===== src/rtl/param_cpu_pkg.sv =====
// param_cpu_pkg: shared opcode, register-control and state encodings for param_cpu
package cpu_pkg;
  localparam int OP_W = 3;
  typedef enum logic [OP_W-1:0] {
    OP_NOP, OP_LDX, OP_ADD, OP_SUB, OP_MOVZ, OP_CLR, OP_JMP, OP_HALT
  } op_e;
  typedef enum logic [1:0] {RC_HOLD = 2'b00, RC_LOAD = 2'b01, RC_CLEAR = 2'b10} reg_ctrl_e;
  typedef enum logic [1:0] {S_IDLE, S_FETCH, S_EXECUTE, S_HALTED} state_e;
endpackage


===== src/rtl/param_cpu_if.sv =====
// param_cpu_if: program-load, run/halt handshake and register observation bus
interface param_cpu_if import cpu_pkg::*; #(parameter int WIDTH = 4, parameter int PROG_DEPTH = 8);
  localparam int AW = $clog2(PROG_DEPTH);
  logic start;
  logic prog_we;
  logic [AW-1:0] prog_addr;
  logic [OP_W+WIDTH-1:0] prog_data;
  logic busy;
  logic halted;
  logic [AW-1:0] pc;
  logic [WIDTH-1:0] value_x, value_y, value_z;
  logic carry;
  modport master (output start, prog_we, prog_addr, prog_data,
                  input busy, halted, pc, value_x, value_y, value_z, carry);
  modport slave (input start, prog_we, prog_addr, prog_data,
                 output busy, halted, pc, value_x, value_y, value_z, carry);
endinterface


===== src/rtl/param_cpu_register.sv =====
// cpu_register: WIDTH-bit register with 2-bit hold/load/clear control; code 11 holds
module cpu_register import cpu_pkg::*; #(parameter int WIDTH = 4) (
  input  logic             clock,
  input  logic             reset_n,
  input  logic [1:0]       ctrl_i,
  input  logic [WIDTH-1:0] d_i,
  output logic [WIDTH-1:0] q_o
);
  logic [WIDTH-1:0] q_q, q_d;
  always_comb q_d = ctrl_i == RC_LOAD ? d_i : ctrl_i == RC_CLEAR ? '0 : q_q;
  always_ff @(posedge clock or negedge reset_n)
    if (!reset_n) q_q <= '0;
    else q_q <= q_d;
  assign q_o = q_q;
endmodule


===== src/rtl/param_cpu.sv =====
// param_cpu: X/Y/Z datapath with writable program store and FETCH/EXECUTE controller.
// Define CPU_SAT_EN for saturating ADD/SUB; otherwise arithmetic wraps.
module param_cpu import cpu_pkg::*; #(parameter int WIDTH = 4, parameter int PROG_DEPTH = 8) (
  input logic         clock,
  input logic         reset_n,
  param_cpu_if.slave  bus
);
  localparam int AW = $clog2(PROG_DEPTH);
  state_e state_q, state_d;
  logic [AW-1:0] pc_q, pc_d;
  logic [OP_W+WIDTH-1:0] ir_q, ir_d;
  logic carry_q, carry_d;
  logic [OP_W+WIDTH-1:0] mem_q [PROG_DEPTH];
  logic [WIDTH-1:0] x, y, z, y_d, add_y, sub_y;
  logic [WIDTH:0] sum, diff;
  reg_ctrl_e x_c, y_c, z_c;
  op_e op;
  logic busy;
  assign busy = state_q == S_FETCH || state_q == S_EXECUTE;
  assign op = op_e'(ir_q[OP_W+WIDTH-1 -: OP_W]);
  assign sum = {1'b0, y} + {1'b0, x};
  assign diff = {1'b0, y} - {1'b0, x};
`ifdef CPU_SAT_EN
  assign add_y = sum[WIDTH] ? '1 : sum[WIDTH-1:0];
  assign sub_y = diff[WIDTH] ? '0 : diff[WIDTH-1:0];
`else
  assign add_y = sum[WIDTH-1:0];
  assign sub_y = diff[WIDTH-1:0];
`endif
  // Program store is deliberately left out of reset so a loaded program survives it
  always_ff @(posedge clock)
    if (bus.prog_we && !busy) mem_q[bus.prog_addr] <= bus.prog_data;
  always_ff @(posedge clock or negedge reset_n)
    if (!reset_n) begin
      state_q <= S_IDLE;
      pc_q <= '0;
      ir_q <= '0;
      carry_q <= 1'b0;
    end else begin
      state_q <= state_d;
      pc_q <= pc_d;
      ir_q <= ir_d;
      carry_q <= carry_d;
    end
  always_comb begin
    state_d = state_q;
    pc_d = pc_q;
    ir_d = ir_q;
    carry_d = carry_q;
    x_c = RC_HOLD;
    y_c = RC_HOLD;
    z_c = RC_HOLD;
    y_d = add_y;
    case (state_q)
      S_IDLE, S_HALTED: if (bus.start) begin
        state_d = S_FETCH;
        pc_d = '0;
      end
      S_FETCH: begin
        ir_d = mem_q[pc_q];
        state_d = S_EXECUTE;
      end
      default: begin
        state_d = S_FETCH;
        pc_d = pc_q + AW'(1);
        case (op)
          OP_LDX: x_c = RC_LOAD;
          OP_ADD: begin
            y_c = RC_LOAD;
            carry_d = sum[WIDTH];
          end
          OP_SUB: begin
            y_c = RC_LOAD;
            y_d = sub_y;
            carry_d = diff[WIDTH];
          end
          OP_MOVZ: z_c = RC_LOAD;
          OP_CLR: begin
            x_c = RC_CLEAR;
            y_c = RC_CLEAR;
            z_c = RC_CLEAR;
            carry_d = 1'b0;
          end
          OP_JMP: pc_d = ir_q[AW-1:0];
          OP_HALT: begin
            state_d = S_HALTED;
            pc_d = pc_q;
          end
          default: ;
        endcase
      end
    endcase
  end
  cpu_register #(.WIDTH(WIDTH)) u_x (.clock(clock), .reset_n(reset_n), .ctrl_i(x_c), .d_i(ir_q[WIDTH-1:0]), .q_o(x));
  cpu_register #(.WIDTH(WIDTH)) u_y (.clock(clock), .reset_n(reset_n), .ctrl_i(y_c), .d_i(y_d), .q_o(y));
  cpu_register #(.WIDTH(WIDTH)) u_z (.clock(clock), .reset_n(reset_n), .ctrl_i(z_c), .d_i(y), .q_o(z));
  assign bus.busy = busy;
  assign bus.halted = state_q == S_HALTED;
  assign bus.pc = pc_q;
  assign bus.value_x = x;
  assign bus.value_y = y;
  assign bus.value_z = z;
  assign bus.carry = carry_q;
endmodule


===== src/flat_wrapper.sv =====
// flat-port wrapper written by rule: the top's interface ports become plain ports
module param_cpu_flat import cpu_pkg::*;
#(parameter int WIDTH = 4, parameter int PROG_DEPTH = 8)
  (clock, reset_n, bus_start, bus_prog_we, bus_prog_addr, bus_prog_data, bus_busy, bus_halted, bus_pc, bus_value_x, bus_value_y, bus_value_z, bus_carry);
  param_cpu_if #(.WIDTH(WIDTH), .PROG_DEPTH(PROG_DEPTH)) bus_i ();
  input logic clock;
  input logic reset_n;
  input wire logic [$bits(bus_i.start)-1:0] bus_start;
  input wire logic [$bits(bus_i.prog_we)-1:0] bus_prog_we;
  input wire logic [$bits(bus_i.prog_addr)-1:0] bus_prog_addr;
  input wire logic [$bits(bus_i.prog_data)-1:0] bus_prog_data;
  output wire logic [$bits(bus_i.busy)-1:0] bus_busy;
  output wire logic [$bits(bus_i.halted)-1:0] bus_halted;
  output wire logic [$bits(bus_i.pc)-1:0] bus_pc;
  output wire logic [$bits(bus_i.value_x)-1:0] bus_value_x;
  output wire logic [$bits(bus_i.value_y)-1:0] bus_value_y;
  output wire logic [$bits(bus_i.value_z)-1:0] bus_value_z;
  output wire logic [$bits(bus_i.carry)-1:0] bus_carry;
  assign bus_i.start = bus_start;
  assign bus_i.prog_we = bus_prog_we;
  assign bus_i.prog_addr = bus_prog_addr;
  assign bus_i.prog_data = bus_prog_data;
  assign bus_busy = bus_i.busy;
  assign bus_halted = bus_i.halted;
  assign bus_pc = bus_i.pc;
  assign bus_value_x = bus_i.value_x;
  assign bus_value_y = bus_i.value_y;
  assign bus_value_z = bus_i.value_z;
  assign bus_carry = bus_i.carry;
  param_cpu #(.WIDTH(WIDTH), .PROG_DEPTH(PROG_DEPTH)) u_core (.clock(clock), .reset_n(reset_n), .bus(bus_i));
endmodule

===== config.mk =====
export PLATFORM = sky130hd
export DESIGN_NAME = param_cpu_flat
export DESIGN_NICKNAME = d
export VERILOG_FILES = /design/src/rtl/param_cpu_pkg.sv /design/src/rtl/param_cpu_if.sv /design/src/rtl/param_cpu_register.sv /design/src/rtl/param_cpu.sv /design/src/flat_wrapper.sv
export SDC_FILE = /design/constraint.sdc
export NUM_CORES = 1
export LEC_CHECK = 0
export ABC_AREA = 1
export CELL_PAD_IN_SITES_DETAIL_PLACEMENT = 1
export CELL_PAD_IN_SITES_GLOBAL_PLACEMENT = 1
export CORE_UTILIZATION = 46
export CTS_CLUSTER_SIZE = 20
export DETAILED_ROUTE_END_ITERATION = 8
export PLACE_DENSITY_LB_ADDON = 0.3
export SYNTH_ARGS = -nofsm -noshare
export SYNTH_HDL_FRONTEND = slang
export SYNTH_SLANG_ARGS = --single-unit

===== constraint.sdc =====
create_clock -name clock -period 2.2 [get_ports clock]
set_input_delay 0.44 -clock clock [delete_from_list [all_inputs] [get_ports clock]]
set_output_delay 0.44 -clock clock [all_outputs]
set_load 0.05 [all_outputs]

==> results of run 1 <==
sequential cells by signal (all words and copies together) (netlist names):
signal / count
u_core.bus.carry: 1
u_core.u_z.q_o: 4
u_core.mem_q: 56
u_core.bus.pc: 3
u_core.u_x.q_o: 4
u_core.ir_q: 7
u_core.state_q: 2
u_core.u_y.q_o: 4
kinds of logic after synthesis:
kind of cell             count (synthesis)  share of synthesized area (%)
XOR/XNOR                                 3                          0.693
flip-flops                              81                           60.9
AO/OA/AOI/OAI                           70                           10.5
AND/OR/NAND/NOR                        128                           14.8
multiplexers                             2                          0.528
buffers and inverters                   49                           6.34
adder cells (fa/ha/maj)                 18                           6.34
worst max path at each step:
stage	from	end	slack, ns	cells past startpoint
final	u_core.u_x.q_o[1]$_DFFE_PN0P_	bus_value_x[1]	0.07	1
after floorplan	u_core.u_y.q_o[0]$_DFFE_PN0P_	u_core.u_y.q_o[2]$_DFFE_PN0P_	0.37	7
after detailed placement	u_core.state_q[0]$_DFFE_PN0P_	u_core.u_y.q_o[1]$_DFFE_PN0P_	0.24	10
after global placement	u_core.state_q[0]$_DFFE_PN0P_	u_core.u_y.q_o[1]$_DFFE_PN0P_	0.36	10
after global routing	u_core.u_x.q_o[1]$_DFFE_PN0P_	bus_value_x[1]	0.009	1
after CTS	u_core.u_y.q_o[1]$_DFFE_PN0P_	bus_value_y[1]	0.05	1
power by group:
part	internal (W)	leakage, nW	switching [W]
clock network	0.000532	0.0979	0.000570
logic	0.000682	0.965	0.00128
registers	0.00182	0.835	0.000163
placed cells by master (no fill, tap or decap), types with 2 or more instances in the layout:
| cell | synthesis | layout |
|---|---|---|
| clkinv_4 | 0 | 2 |
| o211ai_1 | 16 | 16 |
| clkdlybuf4s50_1 | 0 | 26 |
| dfrtp_1 | 25 | 25 |
| clkbuf_8 | 0 | 9 |
| buf_4 | 3 | 23 |
| edfxtp_1 | 56 | 56 |
| ha_1 | 16 | 16 |
| o21ai_0 | 27 | 27 |
| nand3_1 | 29 | 29 |
| nand4_1 | 2 | 2 |
| xor2_1 | 2 | 2 |
| nor2_2 | 8 | 8 |
| buf_12 | 0 | 3 |
| o21ai_1 | 11 | 11 |
| inv_1 | 34 | 34 |
| o22ai_1 | 3 | 3 |
| nor4_1 | 2 | 2 |
| mux2i_1 | 2 | 2 |
| a21oi_1 | 12 | 12 |
| fa_1 | 2 | 2 |
| nand2_1 | 50 | 50 |
| nand3b_1 | 2 | 2 |
| inv_6 | 0 | 2 |
| nor2_1 | 34 | 34 |
final cells by class:
| type | count | area share (%) |
|---|---|---|
| Multi-Input combinational cell | 221 | 27.5 |
| Timing Repair Buffer | 53 | 11.1 |
| Clock buffer | 9 | 2.74 |
| Tap cell | 102 | 2.82 |
| Clock inverter | 7 | 1.69 |
| Inverter | 36 | 3.05 |
| Sequential cell | 81 | 51.1 |
metrics by stage:
step	power, W	instances
after floorplan	0.00334	351
after detailed placement	0.00400	493
after global placement	0.00389	493
final	0.00505	509
after CTS	0.00510	509
after global routing	0.00536	509
repair_timing:
item / CTS / global route
hold buffers: 0 / 0
endpoints found under the setup margin: 1 / 0
hold endpoints to repair: 0 / 0
resized for setup: 1 / 0
layer usage:
metal / wire length (microns) / part of all wire, %
met1: 4040 / 45
met2: 4600 / 51
met3: 212 / 2.4
met4: 145 / 1.6
met5: 0 / 0
==> run metrics, run 1 <==
clock slew at the register clock pins of the worst setup and hold paths=0.09 ns; Async S/R FF share, synth=between 30 and 40%; FF+latch count, synth=between 80 and 90; gr busiest metal=met2; Arr. time, crit path=1.69 ns; CP startpoint kind=register; leak pwr=between 1.5 and 2 nW; fmax=around 470 MHz; postcts setup bufs=0; Final WS setup=0.0679 ns; reg2reg start=u_core.state_q[0]$_DFFE_PN0P_; global-route wire length before repair=14900 microns; Worst R2R Path Depth=10; crit-path cells=clkdlybuf4s50_1; Clock Latency Late Sink=0.35 ns; RR Endpoint=u_core.u_y.q_o[1]$_DFFE_PN0P_; top cells by area, synth=edfxtp_1 44%, dfrtp_1 17%, ha_1 5.3%, nand2_1 5.0%, nand3_1 3.8%; area added between synthesis and finish=19.2%; WHS=~0.46 ns; worst rel slew slack=65.5%; Worst Skew=~0.0095 ns; fraction of layout cells with a size suffix above 1=12.8%; vias in the first global route=2921; Worst setup EP type=primary output; outcome=complete, no violations; count leader, synth=edfxtp_1; Post-DP HPWL=6650 microns; RSZ-0062 raised after global routing=false; initial antenna violation count=0; PD cells=roughly 1100 nW/um^2; met1 GRT Util=29.9%; Final Cycle Share=roughly 97%; Fin Setup TNS=0 ns; gp weighted congestion=0.856; drt wl/cell=17.7 microns; Routed Wire Length=between 8000 and 9000 microns; setup violators final=0; number of flops mapped to enable cells by yosys=56; H-tree Lvls=3; syn_nets=around 380; largest net degree at the start of global routing=32; Via Count=between 2k and 3k; gr ovfl total=0; crit-path max FO=5; Buf+Inv Stages, Crit Path=1; VDD IR max=497 uV; Synth cell types=28; met3 Usage GRT=a little under 4%; Clock Path Buffers=2; sequential fraction of the synthesis area=between 60 and 70%; Post-Place Cell Area=4320 sq um; Filler Cell Count=approximately 900; First DRT Iteration DRCs=122; Yosys top cell by area=edfxtp_1; DRC errors left=0; drt first pass iters=4; TritonCTS clock tree=yes; I/O Buffers=31; hold crit path type=in2async; number of vias per cell=approximately 5.4; remaining antenna violation count after routing=0; met2 Track Usage GR=roughly two fifths; post-synth top area share=~44%; sequential cell area=roughly 2300 sq um; Post-Route Utilization=a little under three fifths; Diodes inserted=0; multi-input logic area=1240 sq um; dpl ws=about 0.24 ns; cts bufs inserted=9; Final Hold Viols=0; Crit path max-delay family=buffers and inverters; critical path type=reg2out; internal reg-to-reg setup slack=between 0.2 and 0.25 ns; Core Rows=32; measured slew at the worst slew-check pin=0.516 ns; Ys Warns=0; crit path max-delay cell type=clkdlybuf4s50_1; Die Y=just over 90 microns; CTS sink cnt=between 80 and 90; cell count after synthesis=about 350; Synth Cell Area=about 3800 sq um; minimum clock period=around 2.1 ns; synth cell count leaders=56 x edfxtp_1, 50 x nand2_1, 34 x inv_1, 34 x nor2_1, 29 x nand3_1; Synth Flop Type=edfxtp_1; Crit path required time=1.76 ns; IO Count=32; Global Route Usage Sum=a little under a quarter; max cap viols=0; core area=just under 8000 sq um; Initial Utilization=48.3%; Final Slew Violations=0; Worst path max stage delay=approximately 0.86 ns; Clock Tree Root=clkbuf_8; design area=between 4000 and 5000 sq um; die area=around 8600 sq um; mean post-synth cell area=between 10 and 15 sq um; die width=a little over 90 microns; Final nets=434
(Power assumes the default switching activity.)
==> run 2: changes to the inputs <==
Settings changed: CORE_MARGIN from default to 1.
==> results of run 2 <==
Same layout as run 1: the final DEF is identical, and so are final timing and power.
